## src/rtl/demux16_sched.sv

```systemverilog
`default_nettype none
// ============================================================================
//  Module      : demux16_sched
//  Description : Sequencing front-end for a 16-bit 1-to-4 demux datapath.
//                One valid/ready producer stream is steered to one of four
//                sink channels. Each channel is backed by a small FIFO. The
//                destination comes from in_sel (directed mode) or from a
//                round-robin scheduler that skips full channels (rr mode).
//  Ports       :
//    clk        rising-edge clock, single domain
//    rst_n      synchronous reset, active low
//    in_valid   producer has a word
//    in_data    producer word (WIDTH bits)
//    in_sel     destination channel, used in directed mode only
//    rr_mode    1 = round-robin destination, in_sel ignored
//    in_ready   word accepted this cycle when in_valid & in_ready
//    out_valid  per-channel FIFO non-empty
//    out_data   channel i head word at [i*WIDTH +: WIDTH]
//    out_ready  consumer i pops its head when out_valid[i] & out_ready[i]
//    busy       any channel FIFO non-empty
//  Revision    : 1.0  initial release
// ============================================================================
module demux16_sched #(
   parameter int WIDTH = 16,
   parameter int DEPTH = 2
) (
   input  logic               clk,
   input  logic               rst_n,
   input  logic               in_valid,
   input  logic [WIDTH-1:0]   in_data,
   input  logic [1:0]         in_sel,
   input  logic               rr_mode,
   output logic               in_ready,
   output logic [3:0]         out_valid,
   output logic [4*WIDTH-1:0] out_data,
   input  logic [3:0]         out_ready,
   output logic               busy
);

   localparam int C_AW = $clog2(DEPTH);   // FIFO pointer width
   localparam int C_CW = C_AW + 1;        // FIFO occupancy width
   localparam logic [C_CW-1:0] C_FULL = C_CW'(DEPTH);

   // ------------------------------------------------------------------------
   // Shared state and selection signals
   // ------------------------------------------------------------------------
   logic [1:0] rr_ptr_q;
   logic [1:0] rr_ptr_d;
   logic [3:0] full;        // registered-state full flag per channel
   logic [1:0] tgt;         // destination of the current word
   logic [1:0] cand;        // round-robin candidate being examined
   logic       ready_raw;   // target has room (before reset gating)
   logic       accept;      // word transferred this cycle

   // ------------------------------------------------------------------------
   // Target selection. Only registered full flags are used, so a pop in the
   // same cycle never opens a slot for a push, and in_ready never depends on
   // in_valid.
   // ------------------------------------------------------------------------
   always_comb begin
      tgt       = in_sel;
      cand      = rr_ptr_q;
      ready_raw = !full[in_sel];
      if (rr_mode) begin
         tgt       = rr_ptr_q;
         ready_raw = 1'b0;
         // Scan from the farthest offset down to offset 0 so the channel
         // closest to rr_ptr (in rotation order) is the one that sticks.
         for (int k = 3; k >= 0; k--) begin
            cand = rr_ptr_q + 2'(k);
            if (!full[cand]) begin
               tgt       = cand;
               ready_raw = 1'b1;
            end
         end
      end
   end

   // Nothing is accepted while reset is asserted.
   assign in_ready = rst_n & ready_raw;
   assign accept   = in_valid & in_ready;

   // The scheduler pointer only moves on a round-robin accept; it points one
   // past the channel just served and wraps naturally at 2 bits.
   always_comb begin
      rr_ptr_d = rr_ptr_q;
      if (rr_mode && accept) begin
         rr_ptr_d = tgt + 2'd1;
      end
   end

   always_ff @(posedge clk) begin
      if (!rst_n) begin
         rr_ptr_q <= 2'd0;
      end else begin
         rr_ptr_q <= rr_ptr_d;
      end
   end

   // ------------------------------------------------------------------------
   // Per-channel FIFOs
   // ------------------------------------------------------------------------
   for (genvar i = 0; i < 4; i++) begin : g_ch
      logic [WIDTH-1:0] mem_q [DEPTH];
      logic [WIDTH-1:0] mem_d [DEPTH];
      logic [C_AW-1:0]  wr_ptr_q;
      logic [C_AW-1:0]  wr_ptr_d;
      logic [C_AW-1:0]  rd_ptr_q;
      logic [C_AW-1:0]  rd_ptr_d;
      logic [C_CW-1:0]  count_q;
      logic [C_CW-1:0]  count_d;
      logic             push;
      logic             pop;

      assign push = accept & (tgt == 2'(i));
      // out_valid gating means an empty channel can never be popped.
      assign pop  = out_valid[i] & out_ready[i];

      always_comb begin
         for (int k = 0; k < DEPTH; k++) begin
            mem_d[k] = mem_q[k];
         end
         wr_ptr_d = wr_ptr_q;
         rd_ptr_d = rd_ptr_q;
         count_d  = count_q;

         if (push) begin
            mem_d[wr_ptr_q] = in_data;
            wr_ptr_d        = wr_ptr_q + C_AW'(1);
         end
         if (pop) begin
            rd_ptr_d = rd_ptr_q + C_AW'(1);
         end

         // Push and pop together leave the level unchanged.
         case ({push, pop})
            2'b10:   count_d = count_q + C_CW'(1);
            2'b01:   count_d = count_q - C_CW'(1);
            default: count_d = count_q;
         endcase
      end

      always_ff @(posedge clk) begin
         if (!rst_n) begin
            // Storage is cleared too so out_data reads zero after reset.
            for (int k = 0; k < DEPTH; k++) begin
               mem_q[k] <= '0;
            end
            wr_ptr_q <= '0;
            rd_ptr_q <= '0;
            count_q  <= '0;
         end else begin
            for (int k = 0; k < DEPTH; k++) begin
               mem_q[k] <= mem_d[k];
            end
            wr_ptr_q <= wr_ptr_d;
            rd_ptr_q <= rd_ptr_d;
            count_q  <= count_d;
         end
      end

      assign full[i]                      = (count_q == C_FULL);
      assign out_valid[i]                 = (count_q != '0);
      assign out_data[i*WIDTH +: WIDTH]   = mem_q[rd_ptr_q];
   end

   assign busy = |out_valid;

endmodule
`default_nettype wire

```

## config.mk

```make
export PLATFORM = sky130hd
export DESIGN_NAME = demux16_sched
export DESIGN_NICKNAME = d
export VERILOG_FILES = /design/src/rtl/demux16_sched.sv
export SDC_FILE = /design/constraint.sdc
export NUM_CORES = 1
export LEC_CHECK = 0
export ABC_AREA = 0
export CORE_UTILIZATION = 45
export CTS_BUF_LIST = sky130_fd_sc_hd__clkbuf_4 sky130_fd_sc_hd__clkbuf_8
export DETAILED_ROUTE_END_ITERATION = 6
export GPL_ROUTABILITY_DRIVEN = 0
export GPL_TIMING_DRIVEN = 0
export HOLD_SLACK_MARGIN = 0.15
export PLACE_DENSITY = 0.77
export SKIP_CTS_REPAIR_TIMING = 1
export SYNTH_ARGS = -nofsm -noshare
export SYNTH_HDL_FRONTEND = slang
export SYNTH_SLANG_ARGS = --single-unit
```

## constraint.sdc

```tcl
create_clock -name clk -period 3.7 [get_ports clk]
set_input_delay 0.555 -clock clk [delete_from_list [all_inputs] [get_ports clk]]
set_output_delay 0.555 -clock clk [all_outputs]
set_load 0.1 [all_outputs]
```

# Word-level counts from Yosys, hierarchy flattened
# Memories as Yosys holds them, arrays and structs flattened. A register that Yosys moved wholly into a read port is not among the register bits.
# Cells that the tools add are included.
[word_totals]
reg_bits = 18
latch_bits = 0
ram_bits = 128
romBits = 0
inputBits = 26
output_inout_bits = 70
wordCells = 161
n_memories = 4
[mem_list]
columns = ["name", "depth", "word_bits", "read_ports", "rd_ports_with_merged_regs", "write_ports", "line_no", "source"]
rows = [
  ["g_ch[0].mem_q", 2, 16, 3, 1, 2, "104", "logic [WIDTH-1:0] mem_q [DEPTH];"],
  ["g_ch[1].mem_q", 2, 16, 3, 1, 2, "104", ""],
  ["g_ch[2].mem_q", 2, 16, 3, 1, 2, "104", ""],
  ["g_ch[3].mem_q", 2, 16, 3, 1, 2, "104", ""],
]
[op_classes]
addsub = 20
n_mul = 0
div = 0
magnitude_cmp = 13
eq_ne = 15
shift = 0
mux = 58
bitwise = 22
reduce_logical = 16
[ops]
columns = ["cell", "count"]
rows = [
  ["$mux W16", 12],
  ["$bwmux W32", 4],
  ["$mux W32", 4],
  ["$demux W16 S1", 4],
  ["$eq A2 B2 Y1 const B", 10],
  ["$mux W1", 20],
  ["$pmux W2 S2", 4],
  ["$reduce_bool A2 Y1", 8],
  ["$lt A2 B3 Y1 const B", 5],
  ["$add A2 B1 Y2 const B", 6],
  ["$and A1 B1 Y1", 10],
  ["$bmux W1 S2", 5],
  ["$eq A2 B1 Y1 const B", 5],
  ["$mux W2", 5],
  ["$add A1 B1 Y1 const B", 8],
  ["$ge A2 B2 Y1 const B", 4],
  ["$lt A2 B1 Y1 const B", 4],
  ["$not A1 Y2", 4],
  ["$or A1 B1 Y1", 8],
  ["$sub A2 B1 Y2 const B", 4],
  ["$logic_and A1 B1 Y1", 5],
  ["$add A2 B2 Y2 const B", 2],
  ["$reduce_or A4 Y1", 1],
  ["$logic_not A2 Y1", 1],
  ["$logic_not A1 Y1", 1],
]

# Logic depth before layout (Yosys ltp)
[depth]
ltp_word = 13
mapped_depth = 10
mapped_depth_nobuf = 9

# Worst setup path before layout
# No wires, ideal clock.
[synth_path]
kind = "input-to-output"
from = "input rst_n"
to = "output in_ready"
arrival_time_ps = 3297
path_slack_ps = -152
cell_stages = 3
path_cell_list = "clkbuf_1 -> clkinv_1 -> a311oi_1"
[synth_between]
elab_chain_cells = 1
[synth_rtl]
columns = ["element", "line_no", "source"]
rows = [
  ["start, declared", "28", "input logic rst_n,"],
  ["$and A1 B1 Y1", "80", "assign in_ready = rst_n & ready_raw;"],
  ["end, declared", "33", "output logic in_ready,"],
]
# No other way between the ends.

==> reports/results.ini <==
[status]
status = finished clean

[sta]
tns_ps = 0
max_fclk_mhz = 282.2
min_period_over_period_pct = 95.78
timing_max_transition_violations_final = 0
setup_viol = 0
finalHoldViolations = 0
worstMarginPinSlew_ps = 985.9
finalClockSkew_ps = 8.803
grt_setup_unrepaired = no
max-slew-margin-rel_pct = 34.07
period_needed_ps = 3544

[logic_synthesis]
synth_ff_type = sky130_fd_sc_hd__dfxtp_1
postSynthCellCount = 645
ys_seq_elements = 150
yosysTopAreaCell = sky130_fd_sc_hd__dfxtp_1
synth.yosys.seq_area_share_pct = 45.41
synth_top_area_share_pct = 45.41
area_of_the_mapped_netlist_sq_mm = 0.006613
ys_async_sr_fraction_pct = 0
number_of_flops_mapped_to_enable_cells_by_yosys = 0
yosys-top-cells-count = sky130_fd_sc_hd__dfxtp_1, sky130_fd_sc_hd__nand2_1, sky130_fd_sc_hd__mux2i_1, sky130_fd_sc_hd__mux2_2, sky130_fd_sc_hd__clkbuf_1
syn-mean-instance-area_sq_um = 10.25
synth_warnings = 0
synthTopCellsByArea = sky130_fd_sc_hd__dfxtp_1, sky130_fd_sc_hd__mux2i_1, sky130_fd_sc_hd__mux2_2, sky130_fd_sc_hd__nand2_1, sky130_fd_sc_hd__clkbuf_1
post_synth_num_cell_types = 45
net_count_synth = 675

[placement]
dpl.cell_count = 919
input_output_buffers = 94
placement.cell_area_sq_mm = 0.007785
post-dp-hpwl_um = 11790

[detailed_routing]
postRouteAntennaNets = 0
num_vias = 5015
routed_wirelength_um = 16010
drt_drc_violations_left = 0
drt-vias-per-instance = 5.279
drt-initial-drc-count = 253
drt-pass1-iter-count = 5
wl_per_cell_um = 16.85

[finish]
final_net_count = 788
final_cells = 950
final_area_sq_mm = 0.008328
drive_above_1_share_pct = 16.36
num_antenna_cells = 0
area_growth_pct = 25.94

[pwr]
finalPower_mw = 3.784
leakagePower_nw = 3.874
cellPowerDensity_mw_per_mm2 = 454.4
combPwrFrac_pct = 17.4
power.sequential.fraction_pct = 44.6
netSwitchingFraction_pct = 28.91
maximum_ir_drop_on_the_vdd_rail_v = 0.0002603
clkPwrFrac_pct = 37.9
cell_internal_pwr_mw = 2.690
power_switching_mw = 1.094

[setup_path]
crit_chain = clkbuf_1 -> clkbuf_1 -> mux2_2 -> clkdlybuf4s50_1
r2r-end = g_ch[3].count_q[1]
rr_startpoint = g_ch[1].count_q[0]
endpoint_kind = output port
critical_path.endpoint = out_data[42]
critical_path.startpoint_type = register
critical-path-slowest-cell = sky130_fd_sc_hd__clkdlybuf4s50_1
path_common_cell = sky130_fd_sc_hd__clkbuf_1
regToRegSetupSlack_ps = 590
worstPathRequired_ps = 3140
worst_path_dominant_cell_family = buffers and inverters
critical_path_depth = 4
critical_path_arrival_ps = 2990
r2r.worst_path.cells = 9
crit_path_class = register to output port
worstPathMaxFanout = 10
critPathMaxStageDelay_ps = 1120
worst-path-buf-inv = 3

[clock_network]
cts_buffers = 17
clkLatencyLatePin_ps = 440
cts_tree = yes
clkTransAtPathRegs_ps = 80
ctsLongestPathBuffers = 2
clock_sink_count = 150
htree_num_levels = 4
cts_root_buffer = sky130_fd_sc_hd__clkbuf_8

[floorplan]
rows = 43
initial_core_util_pct = 46.91
die_h_um = 123.2
design.die.area_sq_mm = 0.01518
die_w_um = 123.2
std_cell_core_area_sq_mm = 0.01410
ioPinCount = 96

[hold_path]
worstHoldPathType = register to register
hold_path_depth = 2

[global_route]
global_route_wire_length_before_repair_um = 25210
grt-ovfl-total = 0
grt_start_max_net_pins = 17
antenna_found_initial = 0
global_route.usage.total_pct = 21.84
first_global_vias = 5098

[job]
maxCapViolations = 0

## through the flow
stage / hold WS, ps / utilization, % / setup slack (ps)
global placement: 438.7 / 55.23 / 276.6
floorplan: 431.3 / - / 816.5
global route: 468.0 / 59.08 / 1.869
CTS: 460.4 / 58.48 / -1.635
finish: 458.9 / 59.08 / 156.1
detailed placement: 444.5 / 55.23 / 197.9
## power groups by stage
stage	clock [mW]	sequential [mW]	combinational, mW
CTS	1.45	1.69	0.661
floorplan	0	1.72	0.505
global route	1.52	1.70	0.691
global placement	0	1.72	0.647
finish	1.44	1.69	0.659
detailed placement	0	1.73	0.658
## area by class of cell
type / count / area, sq um
multi-input cells: 446 / 3333
plain buffers: 43 / 260.3
clock buffers: 19 / 255.2
clock inverters: 12 / 202.7
fillers: 1173 / 5768
flip-flops and latches: 150 / 3003
repair buffers: 94 / 1026
well taps: 180 / 225.2
inverters: 6 / 22.52
## worst min-delay path by stage
stage / startpoint / to / slack (ps)
floorplan: g_ch[1].mem_q[1][0] / g_ch[1].mem_q[1][0] / 430
global placement: g_ch[2].mem_q[1][15] / g_ch[2].mem_q[1][15] / 440
detailed placement: g_ch[3].mem_q[1][6] / g_ch[3].mem_q[1][6] / 440
CTS: g_ch[1].mem_q[1][7] / g_ch[1].mem_q[1][7] / 460
global route: g_ch[3].mem_q[1][6] / g_ch[3].mem_q[1][6] / 470
finish: g_ch[3].mem_q[1][6] / g_ch[3].mem_q[1][6] / 460
## routing by layer
layer	global-route usage, %	share of wire (%)	up-vias
met3	3.321	4.1	27
li1	-	-	2428
met2	36.21	48	126
met4	9.639	2.1	0
met5	0	0	-
met1	28.07	46	2434
## sequential cells by signal (all words and copies together) (netlist names), named ones only
| signal | cells |
|---|---|
| g_ch.mem_q | 128 |
| g_ch.count_q | 8 |
| rr_ptr_q | 2 |
| g_ch.rd_ptr_q | 4 |
| g_ch.wr_ptr_q | 4 |
## cell families (layout without fill, tap and decap cells)
| group | count (synthesis) | count (layout) | share of synthesized area [%] |
|---|---|---|---|
| AND/OR/NAND/NOR | 209 | 209 | 14.30 |
| multiplexers | 196 | 196 | 31.07 |
| flip-flops | 150 | 150 | 45.41 |
| buffers and inverters | 49 | 174 | 4.276 |
| AO/OA/AOI/OAI | 24 | 24 | 2.460 |
| XOR/XNOR | 13 | 13 | 1.722 |
| adder cells (fa/ha/maj) | 4 | 4 | 0.7569 |
## tightest hold or removal path, delay by kind of cell (launching register included)
family	cells	cell delay (ps)
and+or+nand+nor	1	50
muxes	1	50
DFF	1	320
## placed cells by master, fill, tap and decap left out, drive strengths merged, types with 2 or more instances in the layout
cell type      count
a21oi              7
a311oi             2
and2               6
and4bb             2
buf               16
bufinv             5
clkbuf            46
clkdlybuf4s50     60
clkinv             7
dfxtp            150
dlymetal6s2s      34
ha                 4
inv                5
mux2              64
mux2i            131
nand2            150
nand2b             7
nor2              15
nor2b              3
nor3               3
nor3b              2
nor4               2
o21ai              8
or2                5
or3                5
or4                3
xnor2              9
xor2               4
Note: power is estimated with default switching activity, not from simulation.
